**config.mk**
```make
export PLATFORM = sky130hd
export DESIGN_NAME = uart_sample_loader
export DESIGN_NICKNAME = d
export VERILOG_FILES = /design/src/rtl/uart_sample_loader_pkg.sv /design/src/rtl/uart_rx_byte.sv /design/src/rtl/uart_sample_loader.sv
export SDC_FILE = /design/constraint.sdc
export NUM_CORES = 1
export LEC_CHECK = 0
export CELL_PAD_IN_SITES_DETAIL_PLACEMENT = 1
export CELL_PAD_IN_SITES_GLOBAL_PLACEMENT = 2
export CORE_MARGIN = 5
export CORE_UTILIZATION = 35
export DETAILED_ROUTE_END_ITERATION = 6
export HOLD_SLACK_MARGIN = 0.15
export MAX_ROUTING_LAYER = met4
export PLACE_DENSITY_LB_ADDON = 0.1
export SYNTH_ARGS = -nofsm -noshare
export SYNTH_HDL_FRONTEND = slang
export SYNTH_SLANG_ARGS = --single-unit
export TNS_END_PERCENT = 20
```
**constraint.sdc**
```tcl
create_clock -name i_clk -period 3.4 [get_ports i_clk]
set_clock_uncertainty 0.05 [all_clocks]
set_input_delay 0.51 -clock i_clk [delete_from_list [all_inputs] [get_ports i_clk]]
set_output_delay 0.51 -clock i_clk [all_outputs]
set_load 0.01 [all_outputs]
```
**src/rtl/uart_sample_loader_pkg.sv**
```systemverilog
// Shared types and constants for the UART sample loader: loader FSM encoding,
// default load command byte and bytes-per-word derivation.
package uart_sample_loader_pkg;

  typedef enum logic [1:0] {StIdle, StRecv, StWrite, StDone} load_state_e;

  localparam logic [7:0]  SIG_LOAD_DEFAULT = 8'd76;
  localparam int unsigned LENGTH_DEFAULT   = 32;
  localparam int unsigned BYTES_PER_WORD   = 2 * LENGTH_DEFAULT / 8;

  function automatic int unsigned bytes_per_word(input int unsigned len);
    return 2 * len / 8;
  endfunction

endpackage

```
**src/rtl/uart_rx_byte.sv**
```systemverilog
// UART byte receiver: 2-flop synchronizer, falling-edge start detect with
// mid-bit glitch rejection, 8N1 sampling, byte-valid pulse with stop-ok flag.
module uart_rx_byte #(
  parameter int unsigned CLKS_PER_BIT = 434
) (
  input  logic       i_clk,
  input  logic       i_rst,
  input  logic       i_rxd,
  output logic       o_valid,
  output logic [7:0] o_data,
  output logic       o_stop_ok
);

  localparam int unsigned    CntW     = $clog2(CLKS_PER_BIT + 1);
  localparam logic [CntW-1:0] HalfLast = CntW'(CLKS_PER_BIT / 2 - 1);
  localparam logic [CntW-1:0] BitLast  = CntW'(CLKS_PER_BIT - 1);

  typedef enum logic [1:0] {RxIdle, RxStart, RxData, RxStop} rx_state_e;

  rx_state_e       state_q;
  logic            rx_meta, rx_sync, rx_prev;
  logic [CntW-1:0] cnt_q;
  logic [2:0]      bit_idx_q;
  logic [7:0]      shift_q;

  always_ff @(posedge i_clk) begin
    if (i_rst) begin
      rx_meta   <= 1'b1;
      rx_sync   <= 1'b1;
      rx_prev   <= 1'b1;
      state_q   <= RxIdle;
      cnt_q     <= '0;
      bit_idx_q <= '0;
      shift_q   <= '0;
      o_valid   <= 1'b0;
      o_data    <= '0;
      o_stop_ok <= 1'b0;
    end else begin
      rx_meta <= i_rxd;
      rx_sync <= rx_meta;
      rx_prev <= rx_sync;
      o_valid <= 1'b0;
      unique case (state_q)
        RxIdle: begin
          if (rx_prev && !rx_sync) begin
            state_q <= RxStart;
            cnt_q   <= '0;
          end
        end
        RxStart: begin
          if (cnt_q == HalfLast) begin
            cnt_q     <= '0;
            bit_idx_q <= '0;
            // Line back high at mid start bit: treat as a glitch.
            state_q   <= rx_sync ? RxIdle : RxData;
          end else begin
            cnt_q <= cnt_q + 1'b1;
          end
        end
        RxData: begin
          if (cnt_q == BitLast) begin
            cnt_q   <= '0;
            shift_q <= {rx_sync, shift_q[7:1]};
            if (bit_idx_q == 3'd7) state_q <= RxStop;
            else bit_idx_q <= bit_idx_q + 1'b1;
          end else begin
            cnt_q <= cnt_q + 1'b1;
          end
        end
        RxStop: begin
          if (cnt_q == BitLast) begin
            cnt_q     <= '0;
            state_q   <= RxIdle;
            o_valid   <= 1'b1;
            o_data    <= shift_q;
            o_stop_ok <= rx_sync;
          end else begin
            cnt_q <= cnt_q + 1'b1;
          end
        end
        default: state_q <= RxIdle;
      endcase
    end
  end

endmodule

```
**src/rtl/uart_sample_loader.sv**
```systemverilog
// Loads complex FFT samples received over UART into the sample RAM write port.
// Define LOADER_TIMEOUT_EN to abort frames whose inter-byte gap reaches TIMEOUT_CLKS.
module uart_sample_loader
  import uart_sample_loader_pkg::*;
#(
  parameter int unsigned CLKS_PER_BIT = 434,
  parameter logic [7:0]  SIG_LOAD     = SIG_LOAD_DEFAULT,
  parameter int unsigned DATA_LENGTH  = 256,
  parameter int unsigned length       = LENGTH_DEFAULT,
  parameter int unsigned TIMEOUT_CLKS = 50000
) (
  input  logic                i_clk,
  input  logic                i_rst,
  input  logic                i_rxd,
  output logic                o_wr_en,
  output logic [9:0]          o_wr_addr,
  output logic [2*length-1:0] o_wr_data,
  output logic                o_busy,
  output logic                o_load_done,
  output logic                o_frame_err
);

  localparam int unsigned     Bpw      = bytes_per_word(length);
  localparam int unsigned     IdxW     = (Bpw > 1) ? $clog2(Bpw) : 1;
  localparam logic [IdxW-1:0] LastIdx  = IdxW'(Bpw - 1);
  localparam logic [9:0]      LastAddr = 10'(DATA_LENGTH - 1);

  logic       rx_valid, rx_stop_ok;
  logic [7:0] rx_data;

  uart_rx_byte #(
    .CLKS_PER_BIT(CLKS_PER_BIT)
  ) u_rx (
    .i_clk    (i_clk),
    .i_rst    (i_rst),
    .i_rxd    (i_rxd),
    .o_valid  (rx_valid),
    .o_data   (rx_data),
    .o_stop_ok(rx_stop_ok)
  );

  load_state_e         state_q;
  logic [9:0]          addr_q;
  logic [IdxW-1:0]     byte_idx_q;
  logic [2*length-1:0] word_q, word_ins;
  logic                timeout;

  always_comb begin
    word_ins = word_q;
    word_ins[byte_idx_q*8 +: 8] = rx_data;
  end

`ifdef LOADER_TIMEOUT_EN
  localparam int unsigned GapW = $clog2(TIMEOUT_CLKS + 1);
  logic [GapW-1:0] gap_q;

  assign timeout = (state_q == StRecv) && !rx_valid && (gap_q == GapW'(TIMEOUT_CLKS - 1));

  always_ff @(posedge i_clk) begin
    if (i_rst || state_q != StRecv || rx_valid) gap_q <= '0;
    else gap_q <= gap_q + 1'b1;
  end
`else
  logic unused_timeout_cfg;
  assign unused_timeout_cfg = ^TIMEOUT_CLKS;
  assign timeout = 1'b0;
`endif

  always_ff @(posedge i_clk) begin
    if (i_rst) begin
      state_q     <= StIdle;
      addr_q      <= '0;
      byte_idx_q  <= '0;
      word_q      <= '0;
      o_wr_en     <= 1'b0;
      o_wr_addr   <= '0;
      o_wr_data   <= '0;
      o_busy      <= 1'b0;
      o_load_done <= 1'b0;
      o_frame_err <= 1'b0;
    end else begin
      o_wr_en     <= 1'b0;
      o_load_done <= 1'b0;
      o_frame_err <= 1'b0;
      unique case (state_q)
        StIdle: begin
          if (rx_valid && rx_stop_ok && rx_data == SIG_LOAD) begin
            addr_q     <= '0;
            byte_idx_q <= '0;
            word_q     <= '0;
            o_busy     <= 1'b1;
            state_q    <= StRecv;
          end
        end
        StRecv: begin
          if (rx_valid) begin
            if (!rx_stop_ok) begin
              o_frame_err <= 1'b1;
              o_busy      <= 1'b0;
              state_q     <= StIdle;
            end else if (byte_idx_q == LastIdx) begin
              // Strobe issued here so the write lands the cycle after the last byte.
              byte_idx_q <= '0;
              word_q     <= word_ins;
              o_wr_en    <= 1'b1;
              o_wr_addr  <= addr_q;
              o_wr_data  <= word_ins;
              state_q    <= StWrite;
            end else begin
              word_q     <= word_ins;
              byte_idx_q <= byte_idx_q + 1'b1;
            end
          end else if (timeout) begin
            o_frame_err <= 1'b1;
            o_busy      <= 1'b0;
            state_q     <= StIdle;
          end
        end
        StWrite: begin
          addr_q <= addr_q + 10'd1;
          if (addr_q == LastAddr) begin
            o_load_done <= 1'b1;
            o_busy      <= 1'b0;
            state_q     <= StDone;
          end else begin
            state_q <= StRecv;
          end
        end
        StDone:  state_q <= StIdle;
        default: state_q <= StIdle;
      endcase
    end
  end

endmodule

```
==> summary.md <==
| Metric | Value |
|---|---|
| Hold WC Path Type | flop to flop |
| Hold depth | 1 |
| Non-filler instance count after layout | 1180 |
| Primary FF master, synth | dfxtp_1 |
| Register area | 0.003844 mm^2 |
| Via count | 6570 |
| Fill count | 2482 |
| Total power | 4.394 mW |
| Worst slew margin | 0.3154 |
| Number of iterations in the first detailed-routing pass | 5 |
| Setup crit start kind | flop |
| Post-DP HPWL | 14950 um |
| Reg2reg end | word_q[34]$_SDFFE_PP0P_ |
| Die area | 0.02548 mm^2 |
| Reg2reg setup slack | 0.45 ns |
| Dpl cells | 1149 |
| Worst-Skew Late Latency | 0.43 ns |
| Syn Nets | 857 |
| Syn Inst Count | 837 |
| Ys Warns | 0 |
| Critical-path cell list | inv_1 -> ha_1 -> ha_1 -> inv_4 -> or4_4 -> or4_1 -> o2bb2ai_1 |
| PD cells | 464.2 mW/mm^2 |
| Clk pwr share | 0.451 |
| Global-route wire length before repair | 36000 um |
| Psw | 1.064 mW |
| Crit Path Class | flop to flop |
| Post-synthesis async set-or-reset flop share | 0 |
| N_diodes | 0 |
| Reg-to-reg startpoint | byte_idx_q[0]$_SDFFE_PP0P_ |
| Sw frac | 0.2421 |
| Post-synth top area cell | dfxtp_1 |
| CTS tree | built |
| Max-slew violation count | 0 |
| Pleak | 3.206 nW |
| Min cycle time layout | 2.952 ns |
| Die W | 159.6 um |
| GPL Wtd Cong | 0.7632 |
| I/O pin cnt | 81 |
| Max VDD drop | 0.2915 mV |
| Fmax | 338.8 MHz |
| Flop pwr share | 0.514 |
| Synth unique cells | 59 |
| Cell internal pwr | 3.330 mW |
| H-tree levels | 4 |
| Largest net degree at the start of global routing | 89 |
| Overall die height | 159.6 um |
| # nets final | 908 |
| Max_cap viols | 0 |
| Area of the multi-input gates | 0.003664 mm^2 |
| TNS Setup | 0 ns |
| Worst path required time | 3.70 ns |
| Buffers on Ports | 80 |
| Post-synth EDFFs | 0 |
| Most frequent cells in the layout | 192 x dfxtp_1, 82 x a21oi_1, 79 x clkdlybuf4s50_1, 63 x o21ai_0, 63 x o2bb2ai_1 |
| Comb power frac | 0.035 |
| CP endpoint kind | flop |
| Site Rows | 54 |
| Post-CTS Setup Bufs | 0 |
| Post-CTS Hold Buffers | 0 |
| Clk sinks | 192 |
| # DRC | 0 |
| Area Overhead vs Synth | 20.77% |
| Layout cells sized above 1 | 0.07444 |
| Endpoint of the worst hold path | u_rx.rx_sync$_SDFF_PP1_ |
| Mean post-synth cell area | 9.364 um^2 |
| Actual slew at the worst max-slew pin | 1.018 ns |
| Synth top area share | 0.4904 |
| Final setup fails | 0 |
| Starting Density | 0.3569 |
| Crit-path max FO | 10 |
| Clock buffer depth | 2 |
| Antenna Violating Nets Remaining | 0 |
| Synth area leaders | dfxtp_1 49%, o2bb2ai_1 7.0%, a21oi_1 5.3% |
| # resized after CTS | 0 |
| Setup WS post-layout | 0.4480 ns |
| GRT Residual Overflow | 0 |
| Crit-path most repeated cell | ha_1 |
| Number of global-route vias before repair | 6775 |
| RSZ-0062 raised after global routing | false |
| Post-Syn Area | 0.007838 mm^2 |
| CP max stage cell | or4_4 |
| CP arrival | 3.25 ns |
| Num CTS Buffers | 17 |
| Routed WL | 21920 um |
| Core footprint | 0.02196 mm^2 |
| Hold path start | u_rx.rx_meta$_SDFF_PP1_ |
| Pre-CTS setup slack | 0.4791 ns |
| Final period utilization | 0.8682 |
| FF+latch count, synth | 192 |
| Seq/Total Area, Yosys | 0.4904 |
| Initial antenna violation count | 0 |
| Final Hold Viols | 0 |
| Reg2Reg Depth | 7 |
| Total GRT Usage | 0.1757 |
| Crit-path max cell delay | 0.66 ns |
| Vias per cell | 5.568 |
| Initial detailed-routing violation count | 374 |
| Most common cell after layout, fill and taps aside | dfxtp_1 |
| Status | finished clean |
| Clock root cell | clkbuf_16 |
| Routed WL per cell | 18.58 um |
| Worst setup startpoint | byte_idx_q[0]$_SDFFE_PP0P_ |
| Clk slew on worst S/H paths | 0.07 ns |
==> through the flow <==
step,util,instance area (um^2),hold WS (ns)
after floorplan,-,7838,0.3395
after global placement,0.4045,8882,0.3497
after detailed placement,0.4045,8882,0.3557
after CTS,0.4307,9458,0.3735
after global routing,0.4311,9465,0.3769
final,0.4311,9465,0.3698
==> how the worst max path moves through the flow <==
| stage | endpoint | slack, ns | cells past startpoint |
|---|---|---|---|
| final | word_q[34]$_SDFFE_PP0P_ | 0.45 | 7 |
| after global routing | word_q[34]$_SDFFE_PP0P_ | 0.33 | 7 |
| after CTS | word_q[34]$_SDFFE_PP0P_ | 0.47 | 7 |
| after detailed placement | word_q[34]$_SDFFE_PP0P_ | 0.48 | 7 |
| after global placement | word_q[35]$_SDFFE_PP0P_ | 0.67 | 7 |
| after floorplan | word_q[32]$_SDFFE_PP0P_ | 0.80 | 10 |
==> registers in the layout (all words and copies together) (netlist names), 2 cells and up, named ones only <==
register,count
o_wr_data,64
word_q,64
addr_q,10
o_wr_addr,10
u_rx.cnt_q,9
u_rx.o_data,8
u_rx.shift_q,8
byte_idx_q,3
u_rx.bit_idx_q,3
state_q,2
==> cell usage after synthesis (22+ instances only) <==
library cell  number
dfxtp_1          192
a21oi_1           83
o21ai_0           63
o2bb2ai_1         63
a22oi_1           48
nand2_1           46
clkbuf_1          45
nor2_1            41
mux2i_1           35
inv_1             22
nand3_1           22
==> area by class of cell <==
class,count,area share
clock inverter,14,0.01586
clock buffer,17,0.04494
tap,280,0.03701
multi-input combinational,556,0.3870
timing repair buffer,98,0.09967
sequential,192,0.4061
inverter,23,0.009385
==> critical path: cells and delay by family, from the launching register on <==
family / cells / cell delay, ns
compound gates: 1 / 0.20
fa+ha+maj: 2 / 0.70
buf+inv: 2 / 0.22
flops: 1 / 0.47
simple gates: 2 / 1.24
==> power groups by stage <==
| stage | Sequential [mW] | Combinational [mW] | Clock [mW] |
|---|---|---|---|
| floorplan | 2.31 | 0.106 | 0 |
| global placement | 2.31 | 0.149 | 0 |
| detailed placement | 2.31 | 0.154 | 0 |
| CTS | 2.26 | 0.154 | 2.05 |
| global route | 2.26 | 0.166 | 2.14 |
| finish | 2.26 | 0.153 | 1.98 |
==> kinds of logic after synthesis <==
group                    share of synthesized area
AO/OA/AOI/OAI                               0.2609
AND/OR/NAND/NOR                             0.1299
flip-flops                                  0.4904
buffers and inverters                      0.04550
multiplexers                               0.04614
adder cells (fa/ha/maj)                    0.02714
==> per-layer routing <==
metal  track usage  up-vias  routed length, um
met4       0.05168        0                343
met1        0.2335     3238              10810
met3       0.02732       25                666
met5             -        -                  0
met2        0.2786      108              10110
li1              -     3199                  -
(Power assumes the default switching activity.)
